[config.mk]
export PLATFORM = sky130hd
export DESIGN_NAME = apb_master
export DESIGN_NICKNAME = d
export VERILOG_FILES = /design/src/rtl/apb_master.sv
export SDC_FILE = /design/constraint.sdc
export NUM_CORES = 1
export LEC_CHECK = 0
export CORE_MARGIN = 10
export CORE_UTILIZATION = 35
export CTS_CLUSTER_SIZE = 14
export DETAILED_ROUTE_END_ITERATION = 10
export PLACE_DENSITY = 0.7
export SLEW_MARGIN = 20
export SYNTH_ARGS = -nofsm -noshare
export SYNTH_HDL_FRONTEND = slang
export SYNTH_SLANG_ARGS = --single-unit
export TNS_END_PERCENT = 100
[constraint.sdc]
create_clock -name pclk -period 1.9 [get_ports pclk]
set_input_delay 0.19 -clock pclk [delete_from_list [all_inputs] [get_ports pclk]]
set_output_delay 0.19 -clock pclk [all_outputs]
set_load 0.01 [all_outputs]
[src/rtl/apb_master.sv]
// APB initiator: accepts single-beat read/write commands and drives SETUP/ACCESS
// to the responder. A one-cycle response pulse returns read data or a timeout flag.
module apb_master #(
    parameter int BITWIDTH  = 8,
    parameter int ADDRWIDTH = 2,
    parameter int TIMEOUT   = 16
) (
    input  logic                 pclk,
    input  logic                 presetn,
    input  logic                 cmd_valid,
    output logic                 cmd_ready,
    input  logic                 cmd_write,
    input  logic [ADDRWIDTH-1:0] cmd_addr,
    input  logic [BITWIDTH-1:0]  cmd_wdata,
    output logic                 rsp_valid,
    output logic [BITWIDTH-1:0]  rsp_rdata,
    output logic                 rsp_err,
    output logic                 busy,
    output logic                 psel,
    output logic                 penable,
    output logic                 pwrite,
    output logic [ADDRWIDTH-1:0] paddr,
    output logic [BITWIDTH-1:0]  pwdata,
    input  logic                 pready,
    input  logic [BITWIDTH-1:0]  prdata
);

    localparam int CW = (TIMEOUT == 0) ? 1 : $clog2(TIMEOUT + 1);
    localparam logic [CW-1:0] LAST = CW'((TIMEOUT == 0) ? 0 : TIMEOUT - 1);

    typedef enum logic [1:0] {
        IDLE,
        SETUP,
        ACCESS
    } state_t;

    state_t state, state_nxt;

    logic [CW-1:0]        wait_cnt, wait_cnt_nxt;
    logic                 psel_nxt, penable_nxt, pwrite_nxt;
    logic [ADDRWIDTH-1:0] paddr_nxt;
    logic [BITWIDTH-1:0]  pwdata_nxt;
    logic                 rsp_valid_nxt, rsp_err_nxt;
    logic [BITWIDTH-1:0]  rsp_rdata_nxt;
    logic                 timeout_hit;

    assign cmd_ready   = (state == IDLE);
    assign busy        = (state != IDLE);
    assign timeout_hit = (TIMEOUT != 0) && (wait_cnt == LAST) && !pready;

    always_ff @(posedge pclk) begin
        if (!presetn) begin
            state <= IDLE;
        end else begin
            state <= state_nxt;
        end
    end

    always_comb begin
        state_nxt = state;
        case (state)
            IDLE:    if (cmd_valid) state_nxt = SETUP;
            SETUP:   state_nxt = ACCESS;
            ACCESS:  if (pready || timeout_hit) state_nxt = IDLE;
            default: state_nxt = IDLE;
        endcase
    end

    always_comb begin
        psel_nxt      = psel;
        penable_nxt   = penable;
        pwrite_nxt    = pwrite;
        paddr_nxt     = paddr;
        pwdata_nxt    = pwdata;
        wait_cnt_nxt  = wait_cnt;
        rsp_valid_nxt = 1'b0;
        rsp_err_nxt   = 1'b0;
        rsp_rdata_nxt = '0;
        case (state)
            IDLE: begin
                if (cmd_valid) begin
                    psel_nxt    = 1'b1;
                    penable_nxt = 1'b0;
                    pwrite_nxt  = cmd_write;
                    paddr_nxt   = cmd_addr;
                    if (cmd_write) pwdata_nxt = cmd_wdata;
                end
            end
            SETUP: begin
                penable_nxt  = 1'b1;
                wait_cnt_nxt = '0;
            end
            ACCESS: begin
                if (pready) begin
                    psel_nxt      = 1'b0;
                    penable_nxt   = 1'b0;
                    rsp_valid_nxt = 1'b1;
                    rsp_rdata_nxt = pwrite ? '0 : prdata;
                end else if (timeout_hit) begin
                    psel_nxt      = 1'b0;
                    penable_nxt   = 1'b0;
                    rsp_valid_nxt = 1'b1;
                    rsp_err_nxt   = 1'b1;
                end else if (wait_cnt != '1) begin
                    // Saturates so a disabled timeout cannot wrap the counter.
                    wait_cnt_nxt = wait_cnt + CW'(1);
                end
            end
            default: ;
        endcase
    end

    always_ff @(posedge pclk) begin
        if (!presetn) begin
            psel      <= 1'b0;
            penable   <= 1'b0;
            pwrite    <= 1'b0;
            paddr     <= '0;
            pwdata    <= '0;
            wait_cnt  <= '0;
            rsp_valid <= 1'b0;
            rsp_err   <= 1'b0;
            rsp_rdata <= '0;
        end else begin
            psel      <= psel_nxt;
            penable   <= penable_nxt;
            pwrite    <= pwrite_nxt;
            paddr     <= paddr_nxt;
            pwdata    <= pwdata_nxt;
            wait_cnt  <= wait_cnt_nxt;
            rsp_valid <= rsp_valid_nxt;
            rsp_err   <= rsp_err_nxt;
            rsp_rdata <= rsp_rdata_nxt;
        end
    end

endmodule

==> impl_metrics.csv, run 1 <==
group,metric,value,unit
outcome,outcome,"finished, violations left",
outcome,failed_checks,"setup timing",
finish,fin_cells,213,
place,io_buffers,47,
timing,worst_pin_slew,420,ps
timing,post-route-min-period,1930,ps
finish,syn_to_final_growth,54.7,%
power,p_per_area,650,nW/um^2
routing,wire_per_inst,13.8,um
logic_synthesis,synth-seq-area-share,51.1,%
worst_setup_path,crit_arrival,2170,ps
grt,grt_max_degree,26,
clock_tree,cts_root_buffer,"clkbuf_4",
finish,fill_cells,293,
routing,wl,2930,um
routing,antenna_left,0,
timing,slew_headroom,71.6,%
worst_setup_path,cp_max_fo,4,
clock_tree,clkTransAtPathRegs,90,ps
worst_setup_path,path_class,"flop to flop",
timing,period_share,102,%
worst_setup_path,cp_slowest_stage_delay,500,ps
logic_synthesis,avgSynthCellArea,10.5,sq um
routing,dr.pass1.iters,2,
worst_setup_path,path_common_cell,"ha_4",
die,ios,48,
finish,drive_gt1_share,12.4,%
grt,antenna_found_initial,0,
place,dp_hpwl,2330,um
routing,drc,0,
hold_path,hp-class,"primary input to flop",
worst_setup_path,path_buf_inv,0,
timing,hold_violations,0,
finish,nets,195,
place,dp_cells,205,
power,total_power,0.00118,W
timing,rsz0062_at_grt,"true",
logic_synthesis,synth_area,1180,sq um
routing,viasPerCell,4.53,
worst_setup_path,crit_family,"simple AND/OR/NAND/NOR gates",
clock_tree,cts.sinks,30,
place,preCtsSetupSlack,-36.2,ps
clock_tree,numCtsBuffers,5,
timing,fmax,518,MHz
logic_synthesis,synth_cell_type_count,29,
flow_run,maxCapViolCount,0,
clock_tree,htree_levels,2,
grt,grt_usage,10.4,%
die,placeableCoreArea,3130,sq um
timing,fin_skew,4.37,ps
die,die-area,6080,sq um
worst_setup_path,critical_path.cell_chain,"ha_4, and3_4, ha_4, or4b_4, or4_1, a21boi_1",
finish,mostFrequentLayoutCell,"clkdlybuf4s50_1",
timing,setup_slack,-29.7,ps
die,start_util,37.6,%
routing,vias,964,
grt,overflow,0,
logic_synthesis,syn_inst,112,
place,gp_congestion,0.738,
timing,finalMaxSlewViolations,0,
die,die-width,78.0,um
timing,setup-violations-final,1,
worst_setup_path,required,2140,ps
logic_synthesis,synth_seq_cells,30,
logic_synthesis,yosys_warnings,0,
grt,grt_pass1_wl,5130,um
finish,multiInputGateArea,577,sq um
finish,antenna_cells,0,
die,die_h,78.0,um
clock_tree,clock_latency,310,ps
worst_setup_path,start_kind,"flop",
finish,mostFrequentLayoutCells,"47 x clkdlybuf4s50_1, 27 x dfxtp_1, 13 x mux2i_1",
worst_setup_path,slowest_stage,"or4b_4",
worst_setup_path,setup.worst_path.end_class,"flop",
power,vdd_drop_max,0.426,mV
grt,grt_pass1_vias,1098,
clock_tree,clockBufferDepth,2,
power,leakagePower,0.674,nW
routing,drtIter0Drc,46,
die,floorplan.rows,20,
clock_tree,cts_tree,"built",
finish,regArea,604,sq um
logic_synthesis,synthesis.nets,138,
==> synth_stat cells <==
master / count / share of area, %
a211o_1: 1 / 0.74
a211oi_1: 1 / 0.64
a21boi_0: 2 / 1.3
a21boi_1: 1 / 0.64
a21oi_1: 1 / 0.43
and2_1: 9 / 4.8
and3_1: 1 / 0.53
and4_1: 1 / 0.74
and4bb_2: 1 / 1.1
buf_2: 1 / 0.43
clkbuf_1: 3 / 0.96
dfxtp_1: 30 / 51
ha_1: 3 / 3.2
inv_1: 4 / 1.3
mux2i_1: 13 / 11
nand2_1: 1 / 0.32
nand2b_1: 4 / 2.1
nand3_1: 5 / 2.1
nand3b_1: 1 / 0.64
nor2_1: 4 / 1.3
nor2b_1: 12 / 6.4
nor3_1: 1 / 0.43
nor3b_1: 3 / 1.9
nor4b_1: 2 / 1.5
o21a_1: 1 / 0.64
o21ai_0: 3 / 1.3
o311ai_0: 1 / 0.74
or4_1: 1 / 0.64
or4b_4: 1 / 1.2
==> path summary, 6_finish.rpt <==
path                from  slack (ps)      endpoint  cells past startpoint
max          wait_cnt[0]         -30   wait_cnt[3]                      6
min            prdata[1]         430  rsp_rdata[1]                      2
max reg2reg  wait_cnt[0]         -30   wait_cnt[3]                      6
min reg2reg      penable         510       penable                      2
==> through the flow <==
step / hold slack [ps] / utilization (%) / setup TNS, ps / area, sq um
after floorplan: 266 / - / 0 / 1200
after global placement: 487 / 56.0 / 0 / 1750
after detailed placement: 489 / 56.0 / -83.6 / 1750
after CTS: 423 / 57.4 / -163 / 1800
after global routing: 428 / 58.2 / -194 / 1820
final: 434 / 58.2 / -29.7 / 1820
==> layout make-up <==
type | instances | share of cell area (%)
Timing Repair Buffer | 54 | 28.7
Inverter | 4 | 0.825
Multi-Input combinational cell | 74 | 31.7
Clock buffer | 7 | 2.48
Tap cell | 44 | 3.03
Sequential cell | 30 | 33.2
==> per-layer routing <==
metal | part of all wire [%] | track usage (%) | routed length (um) | up-vias
met5 | 0 | 0 | 0 | -
met4 | 1.2 | 3.76 | 34 | 0
met3 | 12 | 7.26 | 350 | 5
met2 | 46 | 16.6 | 1350 | 30
met1 | 41 | 10.6 | 1200 | 432
li1 | - | - | - | 497
==> where the power goes <==
part	internal [W]	switching, W
logic	0.000115	0.0000660
clock network	0.000139	0.000193
registers	0.000651	0.0000168
total	0.000906	0.000276
==> repair_timing <==
| action | CTS | global route |
|---|---|---|
| gates resized for setup | 1 | 4 |
| hold buffers | 0 | 0 |
| setup endpoints to repair | 4 | 6 |
| pin swaps | 0 | 0 |
| buffers inserted | 0 | 1 |
==> sequential cells by signal, indices dropped and copies added (netlist names) <==
| name | cells |
|---|---|
| pwrite | 1 |
| state | 2 |
| rsp_valid | 1 |
| rsp_err | 1 |
| rsp_rdata | 8 |
| penable | 1 |
| psel | 1 |
| pwdata | 8 |
| wait_cnt | 5 |
| paddr | 2 |
==> kinds of logic (layout without fill, tap and decap cells) <==
kind of cell | after synthesis | in the layout | share of synthesized area, %
muxes | 13 | 13 | 11.1
DFF | 30 | 30 | 51.1
AOI/OAI and AO/OA | 11 | 11 | 6.38
and+or+nand+nor | 47 | 47 | 25.6
adders and majority gates | 3 | 3 | 3.19
buffers and inverters | 8 | 65 | 2.66
Power figures use the tool's default switching activity.
==> run 2, diff against run 1 <==
CORE_MARGIN = 1.5   (was 10)
==> run 2 against run 1 <==
- clock skew grew 2.1 ps
- the run still ends with setup timing left
- die area shrank 39%
- largest power group unchanged
- largest cell class unchanged
- total power grew 4.8%
- flip-flop and latch count is the same
- maximum frequency is essentially flat
- sequential power is essentially flat
- sequential share of layout area shrank 0.32 points
- count of clock-buffer cells in the layout is the same
- clock power grew 16%
==> impl_metrics.csv, run 2 (synthesis gave the netlist of run 1 again) <==
group,metric,value,unit
finish,syn_to_final_growth,55.9,%
routing,drtIter0Drc,36,
worst_setup_path,start_kind,"flop",
clock_tree,clkTransAtPathRegs,90,ps
worst_setup_path,cp_max_fo,4,
flow_run,maxCapViolCount,0,
finish,mostFrequentLayoutCell,"clkdlybuf4s50_1",
clock_tree,clock_latency,330,ps
clock_tree,cts.sinks,30,
power,switching_share,23.5,%
outcome,failed_checks,"setup timing",
clock_tree,htree_levels,2,
grt,grt_pass1_vias,973,
grt,grtUsageMet1,17.8,%
grt,antenna_found_initial,0,
timing,rsz0062_at_grt,"true",
grt,grt_max_degree,14,
die,die-area,3720,sq um
power,clock_power_share,31.3,%
outcome,outcome,"finished, violations left",
grt,grt_use_met3,10.2,%
power,total_power,0.00124,W
timing,fin_skew,6.44,ps
clock_tree,post-cts-setup-buffers,0,
power,p_per_area,675,nW/um^2
finish,mostFrequentLayoutCells,"47 x clkdlybuf4s50_1, 28 x dfxtp_1, 13 x mux2i_1",
grt,overflow,0,
hold_path,hp-class,"primary input to flop",
finish,nets,195,
routing,dr.pass1.iters,3,
routing,drc,0,
place,io_buffers,47,
clock_tree,cts_tree,"built",
power,combinationalPowerShare,14.8,%
routing,wire_per_inst,12.1,um
die,floorplan.rows,20,
die,start_util,37.6,%
place,dp_hpwl,1950,um
die,ios,48,
timing,post-route-min-period,1930,ps
grt,use_met2,25.0,%
clock_tree,cts_root_buffer,"clkbuf_4",
finish,antenna_cells,0,
power,leakagePower,0.683,nW
grt,grt_pass1_wl,4210,um
timing,finalMaxSlewViolations,0,
clock_tree,clockBufferDepth,2,
timing,setup-tns-final,-31.6,ps
worst_setup_path,required,2160,ps
timing,fmax,518,MHz
die,die_h,61.0,um
timing,setup-violations-final,1,
routing,antenna_left,0,
worst_setup_path,crit_arrival,2190,ps
routing,vias,978,
power,internal_power,0.000946,W
timing,worst_pin_slew,421,ps
timing,period_share,102,%
die,placeableCoreArea,3130,sq um
place,gp_congestion,0.684,
grt,top_usage_layer,"met2",
routing,viasPerCell,4.57,
worst_setup_path,setup.worst_path.end_class,"flop",
power,vdd_drop_max,0.405,mV
clock_tree,numCtsBuffers,5,
power,p_seq_share,54.0,%
finish,top_regs,"pwdata (8), rsp_rdata (8), wait_cnt (5)",
finish,final_util,58.6,%
finish,drive_gt1_share,12.9,%
timing,slew_headroom,71.6,%
worst_setup_path,path_class,"flop to flop",
die,die-width,61.0,um
grt,grt_usage,16.1,%
timing,setup_slack,-31.6,ps
routing,wl,2580,um
power,switching_power,0.000291,W
timing,hold_violations,0,
[run 2: timing repair]
action / CTS / global route
hold buffers: 0 / 0
setup endpoints to repair: 4 / 5
resized for setup: 0 / 5
[run 2: power groups by stage]
stage | clock network (W) | logic (W) | registers, W
after global routing | 0.000434 | 0.000199 | 0.000671
final | 0.000387 | 0.000183 | 0.000668
after CTS | 0.000401 | 0.000185 | 0.000668
after detailed placement | 0 | 0.000183 | 0.000682
after global placement | 0 | 0.000180 | 0.000681
after floorplan | 0 | 0.0000652 | 0.000686
[run 2: path summary, 6_finish.rpt]
check	start	endpoint	slack, ps	cells after the start
setup / recovery	wait_cnt[0]	wait_cnt[3]	-30	6
hold / removal	prdata[5]	rsp_rdata[5]	420	2
setup reg to reg	wait_cnt[0]	wait_cnt[3]	-30	6
hold reg to reg	penable	penable	500	2
[run 2: per-layer routing]
metal,wire length (um),vias up
li1,-,501
met2,1180,31
met3,245,6
met1,1120,440
met5,0,-
met4,38,0
[run 2: stage by stage]
stage | hold WS, ps | worst slack (ps) | instances | cell area, sq um
2_1_floorplan | 266 | 15.9 | 112 | 1200
3_3_place_gp | 476 | 6.74 | 206 | 1760
3_5_place_dp | 478 | -28.7 | 206 | 1760
4_1_cts | 401 | -48.2 | 214 | 1820
5_1_grt | 392 | -84.7 | 214 | 1830
6_report | 416 | -31.6 | 214 | 1830
[run 2: critical path: stages, from the launching register on]
cell and delay (ps):
dfxtp_2 340, ha_4 150, and3_4 180, ha_4 160, or4b_4 500, or4_1 400, a21boi_1 130
[run 2: cell type report]
class	instances	area (sq um)
Clock buffer	7	55.1
Clock inverter	1	5.00
Fill cell	286	1290
Inverter	4	15.0
Multi-Input combinational cell	74	577
Sequential cell	30	603
Tap cell	44	55.1
Timing Repair Buffer	54	523
